### src/rtl/disp_pkg.sv
// Shared definitions for the display scan multiplexer: mode encodings,
// FSM state type and the index-width helper used to size index/counter buses.
// No ports; imported by disp_scan_mux and usable by word_mux_n clients.
package disp_pkg;

    localparam logic MODE_AUTO   = 1'b0;
    localparam logic MODE_MANUAL = 1'b1;

    // GAP is only ever entered when the blanking feature is compiled in.
    typedef enum logic {
        SHOW = 1'b0,
        GAP  = 1'b1
    } state_t;

    // Bits needed to hold 0..n-1, never less than one bit.
    function automatic int idx_width(input int n);
        return (n <= 2) ? 1 : $clog2(n);
    endfunction

endpackage

### src/rtl/word_mux_n.sv
// N:1 selector of W-bit words packed into one flat bus (word k at [k*W +: W]).
// Ports: data_in (N*W), sel (IW) -> y (W). Purely combinational, zero latency.
// An out-of-range sel yields all-zero.
module word_mux_n #(
    parameter int W  = 8,
    parameter int N  = 4,
    parameter int IW = 2
) (
    input  logic [N*W-1:0] data_in,
    input  logic [IW-1:0]  sel,
    output logic [W-1:0]   y
);

    always_comb begin
        y = '0;
        for (int k = 0; k < N; k++) begin
            if (sel == IW'(k)) begin
                y = data_in[k*W +: W];
            end
        end
    end

endmodule

### src/rtl/disp_scan_mux.sv
// Multiplexed display scanner: shows one of N W-bit channels at a time, either
// auto-scanning with a DWELL-cycle dwell per channel (hold freezes it) or
// manually selected by sel_in (clamped to N-1). All outputs are registered.
// Ports: clk, reset (sync, active-high), data_in[N*W], mode, sel_in[IW], hold
//        -> out[W], chan_en[N] (one-hot or zero), chan_idx[IW], valid.
// Optional macro DISP_SCAN_MUX_BLANK_EN inserts BLANK blank cycles (GAP state)
// on every index change; without it the index switches directly.
module disp_scan_mux
    import disp_pkg::*;
#(
    parameter int W     = 8,
    parameter int N     = 4,
    parameter int DWELL = 1000,
    parameter int BLANK = 2,
    localparam int IW   = idx_width(N)
) (
    input  logic           clk,
    input  logic           reset,
    input  logic [N*W-1:0] data_in,
    input  logic           mode,
    input  logic [IW-1:0]  sel_in,
    input  logic           hold,
    output logic [W-1:0]   out,
    output logic [N-1:0]   chan_en,
    output logic [IW-1:0]  chan_idx,
    output logic           valid
);

    localparam int             CW       = idx_width(DWELL);
    localparam logic [CW-1:0]  CNT_LAST = CW'(DWELL - 1);
    localparam logic [IW-1:0]  IDX_LAST = IW'(N - 1);

    // An illegal configuration shows up as this named block in the hierarchy.
    generate
        if (W < 1 || N < 2 || DWELL < 1 || BLANK < 1) begin : g_bad_params
        end
    endgenerate

    state_t          state_q, state_d;
    logic [IW-1:0]   chan_idx_q, chan_idx_d;
    logic [CW-1:0]   cnt_q, cnt_d;
    // Set when the cycle on the outputs is part of an ongoing auto dwell; when
    // clear, the next auto cycle starts a fresh dwell at count 0.
    logic            auto_q, auto_d;
    logic [W-1:0]    out_q, out_d;
    logic [N-1:0]    chan_en_q, chan_en_d;
    logic            valid_q, valid_d;

    logic [IW-1:0]   sel_clamped;
    logic [IW-1:0]   idx_next_auto;
    logic [IW-1:0]   target;
    logic            change;
    logic [W-1:0]    mux_y;

`ifdef DISP_SCAN_MUX_BLANK_EN
    localparam int            GW       = idx_width(BLANK);
    localparam logic [GW-1:0] GAP_LAST = GW'(BLANK - 1);
    logic [IW-1:0]  pend_q, pend_d;
    logic [GW-1:0]  gap_cnt_q, gap_cnt_d;
`endif

    assign sel_clamped   = ({1'b0, sel_in} > {1'b0, IDX_LAST}) ? IDX_LAST : sel_in;
    assign idx_next_auto = (chan_idx_q == IDX_LAST) ? '0 : chan_idx_q + 1'b1;

    // Selector runs on the next index so out/chan_en line up with chan_idx.
    word_mux_n #(
        .W  (W),
        .N  (N),
        .IW (IW)
    ) u_word_mux (
        .data_in (data_in),
        .sel     (chan_idx_d),
        .y       (mux_y)
    );

    // State register
    always_ff @(posedge clk) begin
        if (reset) begin
            state_q    <= SHOW;
            chan_idx_q <= '0;
            cnt_q      <= '0;
            auto_q     <= 1'b0;
            out_q      <= '0;
            chan_en_q  <= '0;
            valid_q    <= 1'b0;
`ifdef DISP_SCAN_MUX_BLANK_EN
            pend_q     <= '0;
            gap_cnt_q  <= '0;
`endif
        end else begin
            state_q    <= state_d;
            chan_idx_q <= chan_idx_d;
            cnt_q      <= cnt_d;
            auto_q     <= auto_d;
            out_q      <= out_d;
            chan_en_q  <= chan_en_d;
            valid_q    <= valid_d;
`ifdef DISP_SCAN_MUX_BLANK_EN
            pend_q     <= pend_d;
            gap_cnt_q  <= gap_cnt_d;
`endif
        end
    end

    // Next-state logic: index, dwell counter and SHOW/GAP sequencing
    always_comb begin
        state_d    = state_q;
        chan_idx_d = chan_idx_q;
        cnt_d      = cnt_q;
        auto_d     = 1'b0;
        target     = chan_idx_q;
        change     = 1'b0;
`ifdef DISP_SCAN_MUX_BLANK_EN
        pend_d     = pend_q;
        gap_cnt_d  = gap_cnt_q;
`endif
        case (state_q)
            SHOW: begin
                if (mode == MODE_MANUAL) begin
                    cnt_d  = '0;
                    target = sel_clamped;
                    change = (sel_clamped != chan_idx_q);
                end else begin
                    auto_d = 1'b1;
                    if (!auto_q) begin
                        cnt_d = '0;
                    end else if (hold) begin
                        cnt_d = cnt_q;
                    end else if (cnt_q == CNT_LAST) begin
                        cnt_d  = '0;
                        target = idx_next_auto;
                        change = 1'b1;
                    end else begin
                        cnt_d = cnt_q + 1'b1;
                    end
                end
`ifdef DISP_SCAN_MUX_BLANK_EN
                if (change) begin
                    state_d   = GAP;
                    pend_d    = target;
                    gap_cnt_d = '0;
                    cnt_d     = '0;
                    auto_d    = 1'b0;
                end
`else
                if (change) begin
                    chan_idx_d = target;
                end
`endif
            end
`ifdef DISP_SCAN_MUX_BLANK_EN
            GAP: begin
                cnt_d = '0;
                // Manual selection keeps retargeting; the blank count runs on.
                if (mode == MODE_MANUAL) begin
                    pend_d = sel_clamped;
                end
                if (gap_cnt_q == GAP_LAST) begin
                    state_d    = SHOW;
                    chan_idx_d = pend_d;
                    // The exit cycle is dwell position 0 of the new channel.
                    auto_d     = (mode == MODE_AUTO);
                end else begin
                    gap_cnt_d = gap_cnt_q + 1'b1;
                end
            end
`endif
            default: begin
                state_d = SHOW;
            end
        endcase
    end

    // Output logic: registered view of the next cycle
    always_comb begin
        valid_d   = (state_d == SHOW);
        out_d     = valid_d ? mux_y : '0;
        chan_en_d = '0;
        for (int k = 0; k < N; k++) begin
            chan_en_d[k] = valid_d && (chan_idx_d == IW'(k));
        end
    end

    assign out      = out_q;
    assign chan_en  = chan_en_q;
    assign chan_idx = chan_idx_q;
    assign valid    = valid_q;

endmodule

### config.mk
export PLATFORM = sky130hd
export DESIGN_NAME = disp_scan_mux
export DESIGN_NICKNAME = d
export VERILOG_FILES = /design/src/rtl/disp_pkg.sv /design/src/rtl/word_mux_n.sv /design/src/rtl/disp_scan_mux.sv
export SDC_FILE = /design/constraint.sdc
export NUM_CORES = 1
export LEC_CHECK = 0
export CORE_UTILIZATION = 25
export CTS_CLUSTER_DIAMETER = 100
export DETAILED_ROUTE_END_ITERATION = 7
export DONT_BUFFER_PORTS = 1
export HOLD_SLACK_MARGIN = 0.03
export SKIP_LAST_GASP = 1
export SYNTH_ARGS = -nofsm -noshare
export SYNTH_HDL_FRONTEND = slang
export SYNTH_SLANG_ARGS = --single-unit
### constraint.sdc
create_clock -name clk -period 2.4 [get_ports clk]
set_input_delay 0.12 -clock clk [delete_from_list [all_inputs] [get_ports clk]]
set_output_delay 0.12 -clock clk [all_outputs]
set_load 0.02 [all_outputs]
==> results of run 1 <==
## logic make-up after synthesis
family / Yosys count / synth area share [%]
buffers and inverters: 16 / 5.81
DFF: 26 / 33.1
muxes: 12 / 8.44
AOI/OAI and AO/OA: 47 / 22.1
and+or+nand+nor: 64 / 22.9
xor gates and xnor gates: 11 / 6.13
adders and majority gates: 2 / 1.59
## cell type report
type | instances | area [um^2]
Fill cell | 629 | 4260
Clock inverter | 1 | 30.0
Timing Repair Buffer | 9 | 75.1
Multi-Input combinational cell | 136 | 960
Inverter | 3 | 11.3
Tap cell | 75 | 93.8
Clock buffer | 3 | 41.3
Sequential cell | 26 | 520
## how the worst max path moves through the flow
stage	slack, ps	cells after the start	endpoint	startpoint
3_3_place_gp	420	7	out[7]$_SDFF_PP0_	cnt_q[0]$_SDFFE_PP0N_
4_1_cts	310	7	out[7]$_SDFF_PP0_	cnt_q[0]$_SDFFE_PP0N_
5_1_grt	140	7	out[0]$_SDFF_PP0_	cnt_q[0]$_SDFFE_PP0N_
2_1_floorplan	480	7	out[7]$_SDFF_PP0_	chan_idx[1]$_SDFF_PP0_
6_report	320	7	out[7]$_SDFF_PP0_	cnt_q[0]$_SDFFE_PP0N_
3_5_place_dp	330	7	out[7]$_SDFF_PP0_	cnt_q[0]$_SDFFE_PP0N_
## through the flow
step	instance area, um^2	std cells	utilization [%]	worst slack [ps]
2_1_floorplan	1570	178	-	479
3_3_place_gp	1630	246	27.2	419
3_5_place_dp	1630	246	27.2	334
4_1_cts	1730	253	28.9	306
5_1_grt	1730	253	28.9	139
6_report	1730	253	28.9	319
## flip-flops by register name, summed over array words and instances, names as in the netlist
signal	cells
auto_q	1
chan_en	4
chan_idx	2
cnt_q	10
out	8
valid	1
## cell usage in the layout (no fill, tap or decap), drive strengths merged, types with 3 or more instances in the layout
cell type	instances
nand2	7
nor3	3
a311oi	8
a211o	8
nor2	16
buf	6
xor2	8
nor2b	3
o221ai	7
nand4	4
a21oi	9
mux2	7
xnor2	3
o21ai	11
mux2i	5
nand3	20
dfxtp	26
dlygate4sd3	3
clkbuf	3
## power groups by stage
stage          combinational (mW)  clock [mW]  sequential [mW]
6_report                    0.172       0.371            0.497
5_1_grt                     0.192       0.394            0.501
4_1_cts                     0.172       0.380            0.498
3_5_place_dp                0.164           0            0.508
3_3_place_gp                0.163           0            0.508
2_1_floorplan               0.137           0            0.508
## per-layer routing
layer | vias up | share of wire (%) | GRT usage, %
met4 | 0 | 1.4 | 5.71
met1 | 634 | 44 | 17.3
met2 | 47 | 46 | 19.8
li1 | 670 | - | -
met5 | - | 0 | 0
met3 | 4 | 8.4 | 3.71
## worst reg2reg max path: stages (launching register included)
cell	delay, ps
dfxtp_1	370
ha_1	170
and3b_1	310
nand4_4	200
and2_1	210
buf_4	210
a211o_1	290
a311oi_1	240
==> summary.md, run 1 <==
| Metric | Value |
|---|---|
| Fraction of layout instances using a drive strength above 1 | `a little under an eighth` |
| Proportion of total power due to net switching | `a little over a quarter` |
| Min-Delay Endpoint | `out[0]$_SDFF_PP0_` |
| Synth warn | `0` |
| Final HPWL from detailed placement | `between 3000 and 4000 um` |
| Overflow left after global routing | `0` |
| Outcome | `completed` |
| Dominant cell by count in the synthesized netlist | `dfxtp_1` |
| F_max | `480 MHz` |
| Number of nets produced by synthesis | `between 200 and 250` |
| Hold bufs inserted after CTS | `3` |
| Reg-to-reg critical path endpoint | `out[7]$_SDFF_PP0_` |
| Clock insertion delay at the later pin of the skew report | `~270 ps` |
| Number of synthesized register bits | `26` |
| Net switching power figure | `~280 uW` |
| Share of async-settable or async-resettable flops after synthesis | `0%` |
| Reported max-cap violation count | `0` |
| Hold WS | `~40 ps` |
| Final Hold Viols | `0` |
| Gp weighted congestion | `slightly above 0.8` |
| Flop2flop setup slack | `320 ps` |
| CTS tree | `yes` |
| Total GRT Usage | `13.1%` |
| Number of remaining DRC errors | `0` |
| Combinational group share of total power | `16.5%` |
| Areal power density over the cells | `601 mW/mm^2` |
| Transition time at the pin with the least slew margin | `~510 ps` |
| Pre-antenna DRT Iters | `4` |
| Horiz. Die Dim | `81.3 um` |
| Total setup violations reported at the end of the flow | `0` |
| Final cycle utilization of the critical path | `86.7%` |
| Setup CP Type | `reg2reg` |
| Leak | `around 0.63 nW` |
| Sinks on Clock Net | `26` |
| Count of antenna-violating nets left after detailed routing | `0` |
| Worst clock skew on the final layout | `roughly 5.4 ps` |
| Cell internal pwr | `around 760 uW` |
| Vias/cell | `about 5.4` |
| Clock Tree Root | `clkbuf_8` |
| Cell depth of the worst hold path | `2` |
| Worst-case reg-to-reg path depth | `7` |
| Dominant cell type by area after synthesis | `dfxtp_1` |
| Effective utilization at floorplan | `26.2%` |
| Crit path buffers/inverters | `1` |
| Antenna violations before repair | `0` |
| Startpoint class of the critical path | `flip-flop` |
| Inserted Clock Buffers | `3` |
| Setup repair after global routing missed its margin | `no` |
| Total Power Consumption | `approximately 1.0 mW` |
| Total number of vias | `about 1,400` |
| Post-CTS setup buffer count | `0` |
| Clock-pin slew on the worst setup and hold paths | `100 ps` |
| Worst IR Drop VDD | `0.000354 V` |
| Global-route wire length before repair | `6620 um` |
| Mean cell area of the mapped netlist | `between 8 and 9 um^2` |
| Max Transition Viols Final | `0` |
| Area contributors post-synth | `dfxtp_1 33%, nand3_1 6.4%, mux2_2 5.0%, a211o_1 4.5%, a311oi_1 4.5%` |
| Most instantiated cells after synthesis | `26 x dfxtp_1, 20 x nand3_1, 16 x nor2_1` |
| Post-synth EDFFs | `0` |
| Synth Instances | `about 180` |
| Flop pwr share | `between 40% and 50%` |
| Core ar. | `around 0.0060 mm^2` |
| Critical Path Sink Type | `flip-flop` |
| # nets final | `between 200 and 250` |
| Reg2reg start | `cnt_q[0]$_SDFFE_PP0N_` |
| I/O Pins | `53` |
| Fraction of the yosys area taken by sequential cells | `33.1%` |
| Clk buf depth | `2` |
| Row count | `28` |
| DIE AREA | `approximately 0.0066 mm^2` |
| Predominant post-synthesis flop cell | `dfxtp_1` |
| Synthesis-to-finish area growth | `10.2%` |
| Longest individual stage delay on the worst path | `370 ps` |
| Depth of the CTS H-tree | `1` |
| Clock network fraction of total power | `~36%` |
| Cell Chain, Critical Path | `ha_1 -> and3b_1 -> nand4_4 -> and2_1 -> buf_4 -> a211o_1 -> a311oi_1` |
| Final Critical Period | `~2100 ps` |
| Area share of the largest cell type after synthesis | `33.1%` |
| Number of antenna cells inserted | `0` |
| Post-synthesis cell type count | `39` |
| Worst min-delay path startpoint | `data_in[24]` |
| Worst min-delay path category | `in2reg` |
| Required time at the worst-slack endpoint | `between 2000 and 3000 ps` |
| Combined area of all synthesized cells | `0.00157 mm^2` |
| Relative max-transition margin | `65.9%` |
| Cell family with most CP delay | `simple AND/OR/NAND/NOR gates` |
| Worst Path Max Fanout | `26` |
| Detailed Route Iter0 Violations | `around 140` |
| Wire length per cell after detailed routing | `around 17 um` |
| Setup total negative slack | `0 ps` |
| Worst endpoint data arrival time | `~2300 ps` |
| Count of input and output buffers | `0` |
| Pin count of the biggest net entering global routing | `27` |
| Cell at the slowest stage of the critical path | `dfxtp_1` |
| Via count of the first global-routing pass | `1,285` |
| Wire length after detailed routing | `4240 um` |
| Vertical die dimension | `around 80 um` |
| Count of instances resized after the clock tree is built | `0` |
Note: power is estimated with default switching activity, not from simulation.
==> inputs of run 2 (changes only) <==
- clock period: 2.4 -> 2.5 ns (I/O delays scaled with it)
==> run 2 against run 1 <==
  * Clock skew is 1.3 ps lower
  * Die area stayed put
  * Register-to-register slack improved by 110 ps
  * Sequential power down 4%
  * Flip-flop and latch count stayed put
  * Combinational power decreased by 3%
  * First-iteration DRC count shrank 31%
  * Final area is the same
  * Final cell count unchanged
  * Power decreased by 5.1%
  * Largest cell class unchanged
==> summary.md, run 2 (synthesized netlist as in run 1, its figures left out) <==
| Metric | Value |
|---|---|
| Pin count of the biggest net entering global routing | `27 (unchanged)` |
| Count of antenna-violating nets left after detailed routing | `0 (unchanged)` |
| Reg-to-reg critical path endpoint | `out[7]$_SDFF_PP0_ (unchanged)` |
| Number of remaining DRC errors | `0 (unchanged)` |
| Row count | `28 (unchanged)` |
| Least setup slack across all paths after layout | `427 ps (was 319 ps)` |
| Worst min-delay path startpoint | `data_in[24] (unchanged)` |
| Setup total negative slack | `0 ps (unchanged)` |
| Via count of the first global-routing pass | `1,311 (was 1,285)` |
| Final Hold Viols | `0 (unchanged)` |
| Final cycle utilization of the critical path | `82.9% (was 86.7%)` |
| DIE AREA | `0.00661 mm^2 (unchanged)` |
| Post-placement setup slack | `461 ps (was 334 ps)` |
| Total Power Consumption | `987 uW (was 1.04 mW)` |
| Clock Tree Root | `clkbuf_8 (unchanged)` |
| Global-route wire length before repair | `6660 um (was 6620 um)` |
| Worst Path Max Fanout | `26 (unchanged)` |
| Depth of the CTS H-tree | `1 (unchanged)` |
| Fraction of layout instances using a drive strength above 1 | `11.8% (unchanged)` |
| Wire length after detailed routing | `4230 um (was 4240 um)` |
| Transition time at the pin with the least slew margin | `547 ps (was 509 ps)` |
| Total number of vias | `1,329 (was 1,355)` |
| Synthesis-to-finish area growth | `10.2% (unchanged)` |
| Worst min-delay path category | `in2reg (unchanged)` |
| Reported max-cap violation count | `0 (unchanged)` |
| Reg2reg start | `cnt_q[0]$_SDFFE_PP0N_ (unchanged)` |
| Final Critical Period | `2070 ps (was 2080 ps)` |
| Critical Path Sink Type | `flip-flop (unchanged)` |
| Clk buf depth | `2 (unchanged)` |
| Most common cell after layout, fill and taps aside | `dfxtp_1 (unchanged)` |
| F_max | `482 MHz (was 480 MHz)` |
| Count of input and output buffers | `0 (unchanged)` |
| Number of antenna cells inserted | `0 (unchanged)` |
| Worst setup path startpoint | `cnt_q[0]$_SDFFE_PP0N_ (unchanged)` |
| Setup repair after global routing missed its margin | `no (unchanged)` |
| Outcome | `completed (unchanged)` |
| Flip-flop count of the largest register after layout | `10 (unchanged)` |
| Min-Delay Endpoint | `out[0]$_SDFF_PP0_ (unchanged)` |
| Vias/cell | `5.25 (was 5.36)` |
| Max Transition Viols Final | `0 (unchanged)` |
| I/O Pins | `53 (unchanged)` |
| Relative max-transition margin | `63.4% (was 65.9%)` |
| Gp weighted congestion | `0.785 (was 0.815)` |
| Pre-antenna DRT Iters | `4 (unchanged)` |
| Required time at the worst-slack endpoint | `2680 ps (was 2590 ps)` |
| Areal power density over the cells | `570 mW/mm^2 (was 601 mW/mm^2)` |
| Cell depth of the worst hold path | `2 (unchanged)` |
| Clock-pin slew on the worst setup and hold paths | `90 ps (was 100 ps)` |
| FILL cells | `631 (was 629)` |
| Leading cell types in the layout, fill and taps excluded | `26 x dfxtp_1, 20 x nand3_1, 16 x nor2_1 (unchanged)` |
| # nets final | `219 (unchanged)` |
| Inserted Clock Buffers | `3 (unchanged)` |
| Flop2flop setup slack | `430 ps (was 320 ps)` |
| Worst IR Drop VDD | `0.000240 V (was 0.000354 V)` |
| Vertical die dimension | `81.3 um (unchanged)` |
| Horiz. Die Dim | `81.3 um (unchanged)` |
| Clock insertion delay at the later pin of the skew report | `270 ps (about the same)` |
| Final HPWL from detailed placement | `3140 um (was 3110 um)` |
| Startpoint class of the critical path | `flip-flop (unchanged)` |
| Worst clock skew on the final layout | `4.14 ps (was 5.42 ps)` |
| Wire length per cell after detailed routing | `16.7 um (was 16.8 um)` |
| Overflow left after global routing | `0 (unchanged)` |
| Count of instances resized after the clock tree is built | `0 (unchanged)` |
| Effective utilization at floorplan | `26.2% (unchanged)` |
| Register containing the most flip-flops in the final layout | `cnt_q (unchanged)` |
| Detailed Route Iter0 Violations | `95 (was 138)` |
| Total setup violations reported at the end of the flow | `0 (unchanged)` |
| Sinks on Clock Net | `26 (unchanged)` |
| Leak | `0.630 nW (unchanged)` |
| Worst endpoint data arrival time | `2250 ps (was 2270 ps)` |
| Worst-case reg-to-reg path depth | `7 (unchanged)` |
| Core ar. | `0.00599 mm^2 (unchanged)` |
| Antenna violations before repair | `0 (unchanged)` |
| Final Util | `28.9% (unchanged)` |
| Total GRT Usage | `13.3% (was 13.1%)` |
| CTS tree | `yes (unchanged)` |
| Setup CP Type | `reg2reg (unchanged)` |
==> run 2: worst max path at each step <==
stage | to | slack (ps) | depth (start not counted)
2_1_floorplan | out[7]$_SDFF_PP0_ | 580 | 7
3_3_place_gp | out[1]$_SDFF_PP0_ | 520 | 7
3_5_place_dp | out[7]$_SDFF_PP0_ | 460 | 7
4_1_cts | out[7]$_SDFF_PP0_ | 430 | 7
5_1_grt | out[0]$_SDFF_PP0_ | 270 | 7
6_report | out[7]$_SDFF_PP0_ | 430 | 7
==> run 2: layout make-up <==
class                           instances  area, um^2  share of cell area, %
Clock buffer                            3        41.3                   2.38
Clock inverter                          1        30.0                   1.73
Inverter                                3        11.3                  0.650
Multi-Input combinational cell        136         960                   55.4
Sequential cell                        26         520                   30.1
Tap cell                               75        93.8                   5.42
Timing Repair Buffer                    9        75.1                   4.34
==> run 2: timing repair <==
action / 4_1_cts / 5_1_grt
endpoints found under the hold margin: 15 / 0
setup buffers: 0 / 0
hold buffers: 3 / 0
==> run 2: power breakdown <==
part           internal, mW  total, mW  leakage (nW)  switching, mW
clock network         0.214      0.344        0.0357          0.130
registers             0.440      0.478         0.213         0.0382
logic                0.0714      0.166         0.381         0.0942
total                 0.725      0.987         0.630          0.262
==> run 2: critical path, cell delays in order, from the launching register on <==
cell	delay (ps)
dfxtp_1	370
ha_1	170
and3b_1	300
nand4_4	190
and2_1	210
buf_4	210
a211o_1	290
a311oi_1	240
==> run 2: metal layers <==
layer | vias to the layer above | track usage, % | part of all wire [%]
li1 | 667 | - | -
met1 | 614 | 16.0 | 43
met2 | 42 | 21.2 | 46
met3 | 6 | 4.04 | 7.8
met4 | 0 | 6.61 | 2.4
met5 | - | 0 | 0
==> run 2: per-stage QoR <==
step	hold WS [ps]	std cells	area, um^2
after floorplan	197	178	1570
after detailed placement	202	246	1630
after global routing	64.1	253	1730
after global placement	195	246	1630
final	52.7	253	1730
after CTS	50.2	253	1730
==> inputs of run 3 (changes only) <==
- ABC_AREA: default -> 1
- clock period: 2.5 -> 2 ns (I/O delays scaled with it)
==> run 3 against run 2 <==
  * Fmax is 14% higher
  * Final area is 5.1% higher
  * Final cell count is 20% higher
  * Count of clock-buffer cells in the layout stayed put
  * Clock skew is 2.6 ps higher
  * Power is 28% higher
  * Combinational power is 37% higher
  * Sequential share of layout area is 1.5 points lower
==> summary.md, run 3 <==
| Metric | Value |
|---|---|
| Outcome | `completed (unchanged)` |
| Row count | `28 (unchanged)` |
| Dominant cell type by area after synthesis | `dfxtp_1 (unchanged)` |
| Relative max-transition margin | `72.3% (was 63.4%)` |
| Number of antenna cells inserted | `0 (unchanged)` |
| Cell Chain, Critical Path | `ha_1 -> nand2_1 -> nor2_4 -> nand4_4 -> nand2_1 -> nand2_1 -> nor2_2 -> nor2_4 -> buf_12 -> nor3_1 (was ha_1 -> and3b_1 -> nand4_4 -> and2_1 -> buf_4 -> a211o_1 -> a311oi_1)` |
| Wire length per cell after detailed routing | `12.0 um (was 16.7 um)` |
| Post-Layout Inst Area | `0.00182 mm^2 (was 0.00173 mm^2)` |
| Crit path buffers/inverters | `1 (unchanged)` |
| Cell type with the highest occurrence count on the critical path | `nand2_1` |
| Synth Instances | `215 (was 178)` |
| Core ar. | `0.00592 mm^2 (was 0.00599 mm^2)` |
| Longest individual stage delay on the worst path | `360 ps (was 370 ps)` |
| Setup CP Type | `reg2reg (unchanged)` |
| Total GRT Usage | `12.0% (was 13.3%)` |
| Worst min-delay path category | `in2reg (unchanged)` |
| DIE AREA | `0.00647 mm^2 (was 0.00661 mm^2)` |
| Cell internal pwr | `909 uW (was 725 uW)` |
| Vias/cell | `4.53 (was 5.25)` |
| Leak | `0.852 nW (was 0.630 nW)` |
| Clock Tree Root | `clkbuf_8 (unchanged)` |
| Combined area of all synthesized cells | `0.00154 mm^2 (was 0.00157 mm^2)` |
| Most common cell after layout, fill and taps aside | `nand2_1 (was dfxtp_1)` |
| Worst IR Drop VDD | `0.000271 V (was 0.000240 V)` |
| Clock insertion delay at the later pin of the skew report | `280 ps (was 270 ps)` |
| Area contributors post-synth | `dfxtp_1 34%, nand2_1 10%, nand3_1 9.4%, inv_1 9.3%, nor2_1 3.9% (was dfxtp_1 33%, nand3_1 6.4%, mux2_2 5.0%, a211o_1 4.5%, a311oi_1 4.5%)` |
| Via count of the first global-routing pass | `1,305 (was 1,311)` |
| Setup repair after global routing missed its margin | `no (unchanged)` |
| Post-synthesis cell type count | `31 (was 39)` |
| Worst endpoint data arrival time | `1990 ps (was 2250 ps)` |
| Overflow left after global routing | `0 (unchanged)` |
| Final Critical Period | `1820 ps (was 2070 ps)` |
| Startpoint class of the critical path | `flip-flop (unchanged)` |
| Vertical die dimension | `80.4 um (was 81.3 um)` |
| Share of async-settable or async-resettable flops after synthesis | `0% (unchanged)` |
| Synthesized-area fraction occupied by ao, oa, aoi and oai cells | `7.16% (was 22.1%)` |
| Worst Path Max Fanout | `13 (was 26)` |
| Wire length after detailed routing | `3650 um (was 4230 um)` |
| Post-route insts no fill | `304 (was 253)` |
| Global route hottest layer | `met2 (unchanged)` |
| FILL cells | `631 (unchanged)` |
| Clock network fraction of total power | `35.3% (was 34.8%)` |
| Proportion of total power due to net switching | `28.2% (was 26.5%)` |
| Total setup violations reported at the end of the flow | `0 (unchanged)` |
| Cell at the slowest stage of the critical path | `dfxtp_1 (unchanged)` |
| Sinks on Clock Net | `26 (unchanged)` |
| Xor and xnor area share after synthesis | `1.71% (was 6.13%)` |
| Post-synthesis share of cell area spent on full adders, half adders and majority gates | `1.63% (was 1.59%)` |
| Global-route wire length before repair | `5840 um (was 6660 um)` |
| Cell family with most CP delay | `simple AND/OR/NAND/NOR gates (unchanged)` |
| Antenna violations before repair | `0 (unchanged)` |
| Placed instance count | `289 (was 246)` |
| Worst clock skew on the final layout | `6.74 ps (was 4.14 ps)` |
| Fraction of the yosys area taken by sequential cells | `33.8% (was 33.1%)` |
| Main combinational cell family by area after synthesis | `simple AND/OR/NAND/NOR gates (unchanged)` |
| Post-synthesis mux area share | `0% (was 8.44%)` |
| Number of remaining DRC errors | `0 (unchanged)` |
| Mean cell area of the mapped netlist | `7.15 um^2 (was 8.83 um^2)` |
| Flop pwr share | `46.8% (was 48.4%)` |
| Synthesis-to-finish area growth | `18.4% (was 10.2%)` |
| Clk buf depth | `2 (unchanged)` |
| Max Transition Viols Final | `0 (unchanged)` |
| Number of nets produced by synthesis | `255 (was 218)` |
| Gp weighted congestion | `0.708 (was 0.785)` |
| # nets final | `270 (was 219)` |
| Depth of the CTS H-tree | `1 (unchanged)` |
| Transition time at the pin with the least slew margin | `413 ps (was 547 ps)` |
| Synth warn | `0 (unchanged)` |
| Critical Path Sink Type | `flip-flop (unchanged)` |
| Flip-flop count of the largest register after layout | `10 (unchanged)` |
| Clock-pin slew on the worst setup and hold paths | `100 ps (was 90 ps)` |
| Total number of vias | `1,376 (was 1,329)` |
| Number of synthesized register bits | `26 (unchanged)` |
| Register containing the most flip-flops in the final layout | `cnt_q (unchanged)` |
| Required time at the worst-slack endpoint | `2170 ps (was 2680 ps)` |
| Combinational group share of total power | `17.9% (was 16.8%)` |
| Cell area reported after detailed placement | `0.00163 mm^2 (about the same)` |
| Reported max-cap violation count | `0 (unchanged)` |
| Met1 Use GR | `13.3% (was 16.0%)` |
| CTS tree | `yes (unchanged)` |
| Areal power density over the cells | `695 mW/mm^2 (was 570 mW/mm^2)` |
| Inserted Clock Buffers | `3 (unchanged)` |
| Count of antenna-violating nets left after detailed routing | `0 (unchanged)` |
| Met2 Track Usage GR | `21.9% (was 21.2%)` |
| Final Hold Viols | `0 (unchanged)` |
| Pre-antenna DRT Iters | `4 (unchanged)` |
| Pin count of the biggest net entering global routing | `25 (was 27)` |
| Final HPWL from detailed placement | `2580 um (was 3140 um)` |
| Horiz. Die Dim | `80.4 um (was 81.3 um)` |
| I/O Pins | `53 (unchanged)` |
| Predominant post-synthesis flop cell | `dfxtp_1 (unchanged)` |
| Dominant cell by count in the synthesized netlist | `nand2_1 (was dfxtp_1)` |
| Detailed Route Iter0 Violations | `54 (was 95)` |
| Most instantiated cells after synthesis | `41 x nand2_1, 38 x inv_1, 29 x nand3_1 (was 26 x dfxtp_1, 20 x nand3_1, 16 x nor2_1)` |
| GRT met3 Usage | `3.64% (was 4.04%)` |
| Post-synth EDFFs | `0 (unchanged)` |
| Setup total negative slack | `0 ps (unchanged)` |
| Effective utilization at floorplan | `26.0% (was 26.2%)` |
| Leading cell types in the layout, fill and taps excluded | `41 x nand2_1, 38 x inv_1, 29 x nand3_1 (was 26 x dfxtp_1, 20 x nand3_1, 16 x nor2_1)` |
| Net switching power figure | `356 uW (was 262 uW)` |
| Fraction of layout instances using a drive strength above 1 | `16.6% (was 11.8%)` |
| Simple-Gate Fraction of Synth Area | `41.2% (was 22.9%)` |
| Area share of the largest cell type after synthesis | `33.8% (was 33.1%)` |
| Final cycle utilization of the critical path | `91.1% (was 82.9%)` |
| Count of input and output buffers | `0 (unchanged)` |
| F_max | `549 MHz (was 482 MHz)` |
## run 3: cell count changes after synthesis, moves of 5 or more
cell	change
o21ai_2	+5
nand3_2	+5
nand3_1	+9
mux2_2	-7
o221ai_1	-7
nor3_1	+7
nand2_1	+34
xor2_1	-5
a211o_1	-8
o21ai_0	-9
inv_1	+36
a311oi_1	-8
## run 3: area by class of cell
type	count	area, um^2	area share, %
clock buffers	3	41.3	2.27
clock inverters	1	30.0	1.65
inverters	41	154	8.45
multi-input cells	142	798	43.8
flip-flops and latches	26	520	28.6
well taps	75	93.8	5.15
repair buffers	16	183	10.0
## run 3: worst min-delay path, cell delays in order
cell,delay [ps]
o21ai_1,50
nand3_1,60
nand2_1,50
inv_1,40
## run 3: metrics by stage
stage	power, mW	util [%]	worst slack (ps)	hold slack [ps]
floorplan	0.771	-	332	196
global placement	0.802	27.5	198	175
detailed placement	0.806	27.5	153	177
CTS	1.28	30.3	139	31.4
global route	1.33	30.7	3.89	69.2
finish	1.27	30.7	179	40.9
## run 3: metal layers
| layer | vias to the layer above | routed length [um] |
|---|---|---|
| met2 | 44 | 1850 |
| met4 | 0 | 24 |
| li1 | 701 | - |
| met3 | 2 | 229 |
| met1 | 629 | 1550 |
| met5 | - | 0 |
## run 3: kinds of logic after synthesis
kind of cell,count (synthesis)
simple gates,121
flops,26
compound gates,16
fa+ha+maj,2
xor+xnor,3
buf+inv,47
## run 3: worst paths after layout
path                         startpoint                     to  slack, ps  cells past startpoint
setup / recovery  cnt_q[0]$_SDFFE_PP0N_  chan_en[1]$_SDFF_PP0_        180                     10
hold / removal              data_in[16]      out[0]$_SDFF_PP0_         40                      4
setup reg to reg  cnt_q[0]$_SDFFE_PP0N_  chan_en[1]$_SDFF_PP0_        180                     10
hold reg to reg   cnt_q[0]$_SDFFE_PP0N_  cnt_q[0]$_SDFFE_PP0N_        480                      2
## run 3: what timing repair did
action | 4_1_cts | 5_1_grt
hold endpoints to repair | 18 | 0
setup buffers | 0 | 1
setup endpoints to repair | 0 | 7
gates resized for setup | 0 | 1
hold buffers | 10 | 0
## run 3: power groups by stage
stage / Clock, mW / Sequential (mW) / Combinational (mW)
final: 0.446 / 0.592 / 0.227
after global routing: 0.481 / 0.596 / 0.257
after CTS: 0.465 / 0.593 / 0.221
after detailed placement: 0 / 0.605 / 0.201
after global placement: 0 / 0.605 / 0.197
after floorplan: 0 / 0.602 / 0.168
